`config.mk`:
```
export PLATFORM = sky130hd
export DESIGN_NAME = div_arbiter
export DESIGN_NICKNAME = d
export VERILOG_FILES = /design/src/rtl/div_arbiter.sv
export SDC_FILE = /design/constraint.sdc
export NUM_CORES = 1
export LEC_CHECK = 0
export CORE_AREA = 2 2 128 130
export DETAILED_ROUTE_END_ITERATION = 16
export DIE_AREA = 0 0 130 132
export PLACE_DENSITY = 0.84
export SLEW_MARGIN = 20
export SYNTH_ARGS = -nofsm -noshare
export SYNTH_HDL_FRONTEND = slang
export SYNTH_SLANG_ARGS = --single-unit
```
`constraint.sdc`:
```
create_clock -name i_clk -period 15.5 [get_ports i_clk]
set_input_delay 3.1 -clock i_clk [delete_from_list [all_inputs] [get_ports i_clk]]
set_output_delay 3.1 -clock i_clk [all_outputs]
set_load 0.005 [all_outputs]
```
`src/rtl/div_arbiter.sv`:
```
// Round-robin arbiter sharing one divider between NREQ requesters, with a completion watchdog.
// Optional macro DIV_ZERO_CHECK_EN answers divide-by-zero locally without starting the divider.
module div_arbiter #(
   parameter int unsigned W       = 32,
   parameter int unsigned NREQ    = 2,
   parameter int unsigned TIMEOUT = 64
) (
   input  logic              i_clk,
   input  logic              i_rst,
   input  logic [NREQ-1:0]   i_req_valid,
   input  logic [NREQ*W-1:0] i_req_n,
   input  logic [NREQ*W-1:0] i_req_d,
   output logic [NREQ-1:0]   o_req_ready,
   output logic [NREQ-1:0]   o_resp_valid,
   output logic              o_resp_err,
   output logic [W-1:0]      o_resp_q,
   output logic [W-1:0]      o_resp_r,
   output logic              o_busy,
   output logic [W-1:0]      o_div_n,
   output logic [W-1:0]      o_div_d,
   output logic              o_div_start,
   input  logic [W-1:0]      i_div_q,
   input  logic [W-1:0]      i_div_r,
   input  logic              i_div_rdy
);
   localparam int unsigned    IDW     = (NREQ > 1) ? $clog2(NREQ) : 1;
   localparam int unsigned    WDW     = (TIMEOUT > 0) ? $clog2(TIMEOUT + 1) : 1;
   localparam logic [WDW-1:0] TO_VAL  = WDW'(TIMEOUT);
   localparam logic [IDW-1:0] LAST_ID = IDW'(NREQ - 1);

   typedef enum logic [3:0] {
      StIdle  = 4'b0001,
      StIssue = 4'b0010,
      StWait  = 4'b0100,
      StResp  = 4'b1000
   } state_e;

   state_e          r_state;
   logic [IDW-1:0]  r_rr;
   logic [IDW-1:0]  r_gnt;
   logic [WDW-1:0]  r_wd;
   logic [NREQ-1:0] r_req_ready;
   logic [NREQ-1:0] r_resp_valid;
   logic            r_resp_err;
   logic [W-1:0]    r_resp_q;
   logic [W-1:0]    r_resp_r;
   logic [W-1:0]    r_div_n;
   logic [W-1:0]    r_div_d;
   logic            r_div_start;
`ifdef DIV_ZERO_CHECK_EN
   logic            r_dz;
`endif

   logic            w_found;
   logic [IDW-1:0]  w_pick;
   logic [W-1:0]    w_pick_n;
   logic [W-1:0]    w_pick_d;
   logic [WDW-1:0]  w_wd_inc;
   logic            w_timeout;
   logic [IDW-1:0]  w_rr_next;

   // First valid requester at or after the round-robin pointer, wrapping.
   always_comb begin
      logic [IDW-1:0] v_idx;
      w_found = 1'b0;
      w_pick  = '0;
      v_idx   = '0;
      for (int unsigned k = 0; k < NREQ; k++) begin
         v_idx = IDW'((32'(r_rr) + k) % NREQ);
         if (!w_found && i_req_valid[v_idx]) begin
            w_found = 1'b1;
            w_pick  = v_idx;
         end
      end
   end

   assign w_pick_n  = i_req_n[32'(w_pick) * W +: W];
   assign w_pick_d  = i_req_d[32'(w_pick) * W +: W];
   assign w_wd_inc  = r_wd + 1'b1;
   assign w_timeout = (TIMEOUT != 0) && (w_wd_inc == TO_VAL);
   assign w_rr_next = (r_gnt == LAST_ID) ? '0 : r_gnt + 1'b1;

   always_ff @(posedge i_clk or posedge i_rst) begin
      if (i_rst) begin
         r_state      <= StIdle;
         r_rr         <= '0;
         r_gnt        <= '0;
         r_wd         <= '0;
         r_req_ready  <= '0;
         r_resp_valid <= '0;
         r_resp_err   <= 1'b0;
         r_resp_q     <= '0;
         r_resp_r     <= '0;
         r_div_n      <= '0;
         r_div_d      <= '0;
         r_div_start  <= 1'b0;
`ifdef DIV_ZERO_CHECK_EN
         r_dz         <= 1'b0;
`endif
      end else begin
         unique case (r_state)
            StIdle: begin
               if (w_found) begin
                  r_gnt               <= w_pick;
                  r_div_n             <= w_pick_n;
                  r_div_d             <= w_pick_d;
                  r_req_ready[w_pick] <= 1'b1;
`ifdef DIV_ZERO_CHECK_EN
                  r_dz                <= (w_pick_d == '0);
                  r_div_start         <= (w_pick_d != '0);
`else
                  r_div_start         <= 1'b1;
`endif
                  r_state             <= StIssue;
               end
            end
            StIssue: begin
               r_req_ready <= '0;
               r_div_start <= 1'b0;
               r_rr        <= w_rr_next;
               r_wd        <= '0;
`ifdef DIV_ZERO_CHECK_EN
               if (r_dz) begin
                  r_resp_q            <= '1;
                  r_resp_r            <= r_div_n;
                  r_resp_err          <= 1'b1;
                  r_resp_valid[r_gnt] <= 1'b1;
                  r_state             <= StResp;
               end else begin
                  r_state <= StWait;
               end
`else
               r_state     <= StWait;
`endif
            end
            StWait: begin
               // A completion on the same cycle as the timeout still counts as success.
               if (i_div_rdy) begin
                  r_resp_q            <= i_div_q;
                  r_resp_r            <= i_div_r;
                  r_resp_err          <= 1'b0;
                  r_resp_valid[r_gnt] <= 1'b1;
                  r_state             <= StResp;
               end else begin
                  r_wd <= w_wd_inc;
                  if (w_timeout) begin
                     r_resp_q            <= '1;
                     r_resp_r            <= r_div_n;
                     r_resp_err          <= 1'b1;
                     r_resp_valid[r_gnt] <= 1'b1;
                     r_state             <= StResp;
                  end
               end
            end
            StResp: begin
               r_resp_valid <= '0;
               r_state      <= StIdle;
            end
            default: r_state <= StIdle;
         endcase
      end
   end

   assign o_req_ready  = r_req_ready;
   assign o_resp_valid = r_resp_valid;
   assign o_resp_err   = r_resp_err;
   assign o_resp_q     = r_resp_q;
   assign o_resp_r     = r_resp_r;
   assign o_busy       = (r_state != StIdle);
   assign o_div_n      = r_div_n;
   assign o_div_d      = r_div_d;
   assign o_div_start  = r_div_start;

endmodule

```
==> out/results.txt, run 1 <==
Status = finished clean
Final max-slew violation count = 0
FF-to-FF path depth = 6
Placer congestion estimate = 0.824
Area grow syn2layout = 66.4%
Worst min-delay path class = flop to flop
Worst skew pair latency = 0.41 ns
Largest net degree at the start of global routing = 91
First-pass GRT wire length = 32.2 mm
CTS tree = built
Buf/Inv on CP = 2
Fmax = 0.193 GHz
IO Port Bufs = 331
CTS Hold Buffers Added = 0
Hold Fails Final Rpt = 0
Mux contribution to synthesized area = 0.00347
Crit-path cells = nor4b_2 > inv_1 > clkdlybuf4s50_1
Power Density = 182 mW/mm2
Pint = 1.26 mW
Switch share = 0.320
Tightest Pin Transition = 1.00 ns
DR iter-0 viols = 490
R2r setup slk = 12.74 ns
Peak per-stage delay on the critical path = 0.58 ns
Full die area = 0.0172 mm2
Post-route cell area = 0.0102 mm2
Rows = 46
Leakage power figure = 4.31 nW
RR Endpoint = o_resp_r[27]
Drc violations = 0
Final #Nets = 1,041
Most frequent cells in the layout = clkdlybuf4s50_1 (331), dfrtp_1 (146), inv_1 (68)
Critical Path RT = 12.40 ns
XOR/XNOR share of the synthesized area = 0
Gr usage total = 0.241
Placed cell areas = 0.00963 mm2
Post-synthesis compound-gate area fraction = 0.274
Crit-path max FO = 5
Storage element area = 0.00368 mm2
Fillcell total = 1,216
Initial Utilization = 0.390
Number of synthesized register bits = 147
# setup viols final = 0
Async SR Flop Fraction = 1.00
Synth Cell Area = 0.00613 mm2
Number of global-route vias before repair = 6,036
Yosys cell types = 42
Hold path depth = 2
Via count = 5,936
Worst ir drop on vdd = 101 uV
Clock power frac = 0.217
Flop pwr share = 0.360
Comb power frac = 0.423
H-tree depth = 4
Slew margin rel. = 0.332
WL final = 20.9 mm
CP delay by family, top = buffers and inverters
GRT met2 Usage = 0.405
Post-CTS setup repair buffer count = 0
Post-Route Setup TNS = 0 ns
CP Capture Type = output port
Post-synth EDFFs = 0
Clk slew on worst S/H paths = 0.06 ns
Antenna Nets Post-Route = 0
Period minus WS final = 5.19 ns
Clock sink total = 147
Layout Utilization = 0.650
Hold endpoint = o_req_ready[0]
Setup CP Type = flop to output port
N_diodes = 0
I/O pin total = 332
Syn avg cell area = 11.6 um2
Layout cell share with drive strength beyond 1 = 0.0654
CORE AREA = 0.0157 mm2
Post-cts sizing count = 0
Met3 GRT Util = 0.0804
Initial antenna violation count = 0
Arrival @ worst endpoint = 2.09 ns
Synth Area in Simple Gates = 0.0416
Syn_nets = 728
Commonest non-fill, non-tap cell in the layout = clkdlybuf4s50_1
MaxCap Viol Count = 0
Post-Synth Adder-Cell Area = 0.00204
Crit path launch type = flop
Sw Pwr = 0.595 mW
Area of the multi-input gates = 0.00201 mm2
Synth Flop Type = dfrtp_1
Clock root buffer = clkbuf_16
Gr ovfl total = 0
Total CTS buffers = 17
Register area share after synthesis = 0.600
Met1 usage = 0.281
Worst Min Path Start = o_req_ready[0]
Fin crit share = 0.335
Combinational family with the most area after synthesis = compound AO/OA/AOI/OAI gates
Die width = 130 um
RSZ-0062 raised after global routing = no
Vias per inst = 5.54
Post-DP HPWL = 14.8 mm
GR peak layer = met2
CTS Buffer Depth = 2
Die Y = 132 um
Post-Synthesis Cells = 530
WL per Instance = 19.5 um
Synth Warn # = 0
DRT Pass-1 Iters = 9
Layout Skew = 0.00841 ns
Worst r2r src = r_state[1]
CP max stage cell = dfstp_2
==> worst max path at each step <==
| stage | startpoint | endpoint | slack [ns] | cells past startpoint |
|---|---|---|---|---|
| CTS | r_state[0] | o_busy | 10.27 | 3 |
| finish | r_state[0] | o_busy | 10.31 | 3 |
| floorplan | i_rst | o_div_d[0] | 8.45 | 1 |
| global route | r_state[0] | o_busy | 10.23 | 3 |
| detailed placement | i_div_rdy | o_resp_q[31] | 10.20 | 4 |
| global placement | i_req_valid[0] | o_div_n[2] | 9.96 | 6 |
==> cells in the mapped netlist, types with 2 or more instances <==
cell	count	area, um2
buf_1	3	11.3
nor4b_4	2	47.6
dfrtp_1	146	3650
nor2_1	14	52.6
nor4b_1	2	17.5
a21oi_1	38	190
inv_1	69	259
a222oi_1	64	641
o21ai_0	8	40.0
nand2_1	9	33.8
nor3_1	5	25.0
clkbuf_1	24	90.1
a2bb2oi_1	3	26.3
nand3_1	3	15.0
a21o_1	2	15.0
o22a_1	35	307
buf_2	15	75.1
a31oi_1	2	12.5
o22ai_1	58	363
buf_4	6	45.0
==> worst reg2reg max path: cells and delay by family, from the launching register on <==
family	cells	cell delay, ns
and+or+nand+nor	1	0.80
buffers and inverters	2	0.77
AOI/OAI and AO/OA	3	0.62
DFF	1	0.44
==> area by class of cell <==
class | count | area share
multi-input cells | 265 | 0.197
clock inverters | 13 | 0.0131
repair buffers | 342 | 0.333
well taps | 216 | 0.0265
flip-flops and latches | 147 | 0.361
inverters | 70 | 0.0262
clock buffers | 19 | 0.0434
==> logic make-up (layout without fill, tap and decap cells) <==
kind of cell | Yosys count | in the layout
and+or+nand+nor | 43 | 43
AOI/OAI and AO/OA | 219 | 219
muxes | 2 | 2
DFF | 147 | 147
adders and majority gates | 1 | 1
buffers and inverters | 118 | 444
==> routing by layer <==
layer,wire [um],share of wire
met2,10400,0.50
met5,0,0
met4,707,0.034
met3,1870,0.090
met1,7890,0.38
==> stage by stage <==
step	worst slack, ns	hold WS (ns)	std cells	power, mW
floorplan	8.45	0.481	530	0.995
global placement	9.96	0.479	1039	1.43
detailed placement	10.20	0.487	1040	1.46
CTS	10.27	0.501	1072	1.87
global route	10.23	0.518	1072	1.97
finish	10.31	0.492	1072	1.86
==> sequential cells by signal (all words and copies together), names as in the netlist <==
| signal | count |
|---|---|
| o_div_d | 32 |
| o_div_n | 32 |
| o_div_start | 1 |
| o_req_ready | 2 |
| o_resp_err | 1 |
| o_resp_q | 32 |
| o_resp_r | 32 |
| o_resp_valid | 2 |
| r_gnt | 1 |
| r_rr | 1 |
| r_state | 4 |
| r_wd | 7 |
==> power groups by stage <==
stage / Sequential, mW / Combinational [mW] / Clock [mW]
2_1_floorplan: 0.662 / 0.333 / 0
3_3_place_gp: 0.666 / 0.767 / 0
3_5_place_dp: 0.674 / 0.791 / 0
4_1_cts: 0.667 / 0.795 / 0.412
5_1_grt: 0.691 / 0.849 / 0.431
6_report: 0.668 / 0.785 / 0.403
Note: power is estimated with default switching activity, not from simulation.
==> inputs of run 2 (changes only) <==
- CORE_AREA: 2 2 128 130 -> 2 2 129 131
- DIE_AREA: 0 0 130 132 -> 0 0 131 133
- PLACE_DENSITY: 0.84 -> 0.83
- clock period: 15.5 -> 5.1 ns (I/O delays scaled with it)
==> out/results.txt, run 2 (synthesized netlist as in run 1, its figures left out) <==
H-tree depth = 4
Met1 WL = 7.88 mm
WL per Instance = 19.6 um
Most frequent cells in the layout = clkdlybuf4s50_1 (331), dfrtp_1 (146), inv_1 (68)
CP delay by family, top = buffers and inverters
Rows = 47
Peak per-stage delay on the critical path = 0.58 ns
DR iter-0 viols = 495
Layout cell share with drive strength beyond 1 = 0.0688
Antenna Nets Post-Route = 0
CP max stage cell = dfstp_2
WL final = 21.1 mm
Hold WS = 0.504 ns
MaxCap Viol Count = 0
Gr usage total = 0.239
Die Y = 133 um
Power Density = 554 mW/mm2
Worst skew pair latency = 0.42 ns
Worst ir drop on vdd = 284 uV
Tightest Pin Transition = 0.958 ns
Commonest non-fill, non-tap cell in the layout = clkdlybuf4s50_1
DRT Pass-1 Iters = 7
Clk slew on worst S/H paths = 0.06 ns
Clock sink total = 147
Crit path launch type = flop
Worst Min Path Start = o_div_start
CTS Buffer Depth = 2
Via count = 5,914
Slew margin rel. = 0.360
Met3 WL post-DR = 1.98 mm
Hold Fails Final Rpt = 0
DR top layer = met4
CP Capture Type = output port
# setup viols final = 0
Layout Skew = 0.0144 ns
Worst min-delay path class = flop to flop
Setup CP Type = flop to output port
Vias per inst = 5.49
IO Port Bufs = 331
Total CTS buffers = 17
Placer congestion estimate = 0.813
Final max-slew violation count = 0
Period minus WS final = 3.15 ns
Die width = 131 um
Layout Utilization = 0.633
Worst r2r src = r_state[0]
Leakage power figure = 4.33 nW
Crit-path max FO = 5
Gr ovfl total = 0
Wire length on met2 = 10.9 mm
Crit-path cells = nor4b_2 > inv_1 > clkdlybuf4s50_1
Drc violations = 0
Post-Route Setup TNS = 0 ns
RSZ-0062 raised after global routing = no
Buf/Inv on CP = 2
Post-cts sizing count = 0
Final #Nets = 1,043
Status = finished clean
Fin crit share = 0.617
Initial antenna violation count = 0
Post-CTS setup repair buffer count = 0
Initial Utilization = 0.379
Worst setup path startpoint = r_state[0]
CTS Hold Buffers Added = 0
Post-DP HPWL = 15.0 mm
Number of global-route vias before repair = 6,151
Critical Path RT = 4.08 ns
Arrival @ worst endpoint = 2.13 ns
Area grow syn2layout = 66.9%
CTS tree = built
Full die area = 0.0174 mm2
Fmax = 0.318 GHz
N_diodes = 0
I/O pin total = 332
Placed cell areas = 0.00963 mm2
Post-route cell area = 0.0102 mm2
Largest net degree at the start of global routing = 120
Clock root buffer = clkbuf_16
First-pass GRT wire length = 32.2 mm
CORE AREA = 0.0162 mm2
## run 2: changes by cell type in the layout (fill, tap and decap cells not counted), sizes merged
cell      before  now
inv           71   80
bufinv         2    1
clkbuf        19   17
buf           11   13
clkinvlp       3    1
clkinv         7    3
## run 2: final timing paths
kind,cells past startpoint,endpoint,slack [ns]
worst max-delay path,3,o_busy,1.95
worst min-delay path,2,o_div_start,0.50
worst max register to register,5,o_div_n[17],2.74
worst min register to register,2,o_div_start,0.50
max in group asynchronous,3,o_div_n[30],3.08
min in group asynchronous,2,o_div_d[7],1.14
## run 2: stage by stage
stage          instances  power [mW]  setup slack [ns]
2_1_floorplan        530        3.02             0.130
3_3_place_gp        1045        4.37              2.01
3_5_place_dp        1045        4.45              1.95
4_1_cts             1077        5.73              1.91
5_1_grt             1078        6.02              1.87
6_report            1078        5.68              1.95
## run 2: where the power goes
part / leakage, nW / internal, mW / switching (mW) / total, mW
combinational: 2.26 / 1.44 / 0.942 / 2.38
sequential: 1.79 / 1.66 / 0.379 / 2.04
clock: 0.291 / 0.699 / 0.552 / 1.25
## run 2: tightest hold or removal path: stages, from the launching register on
cell	delay [ns]
dfrtp_1	0.34
nor2_1	0.05
nor2_1	0.07
## run 2: cell type report
| cell class | count | area (um2) |
|---|---|---|
| multi-input cells | 265 | 2010 |
| well taps | 220 | 275 |
| clock buffers | 17 | 425 |
| inverters | 70 | 270 |
| fillers | 1301 | 5940 |
| repair buffers | 344 | 3410 |
| flip-flops and latches | 147 | 3680 |
| clock inverters | 15 | 163 |
## run 2: routing by layer
| metal | vias up | track usage |
|---|---|---|
| met5 | - | 0 |
| met4 | 0 | 0.0739 |
| met3 | 27 | 0.0736 |
| met2 | 285 | 0.414 |
| met1 | 2916 | 0.283 |
| li1 | 2686 | - |
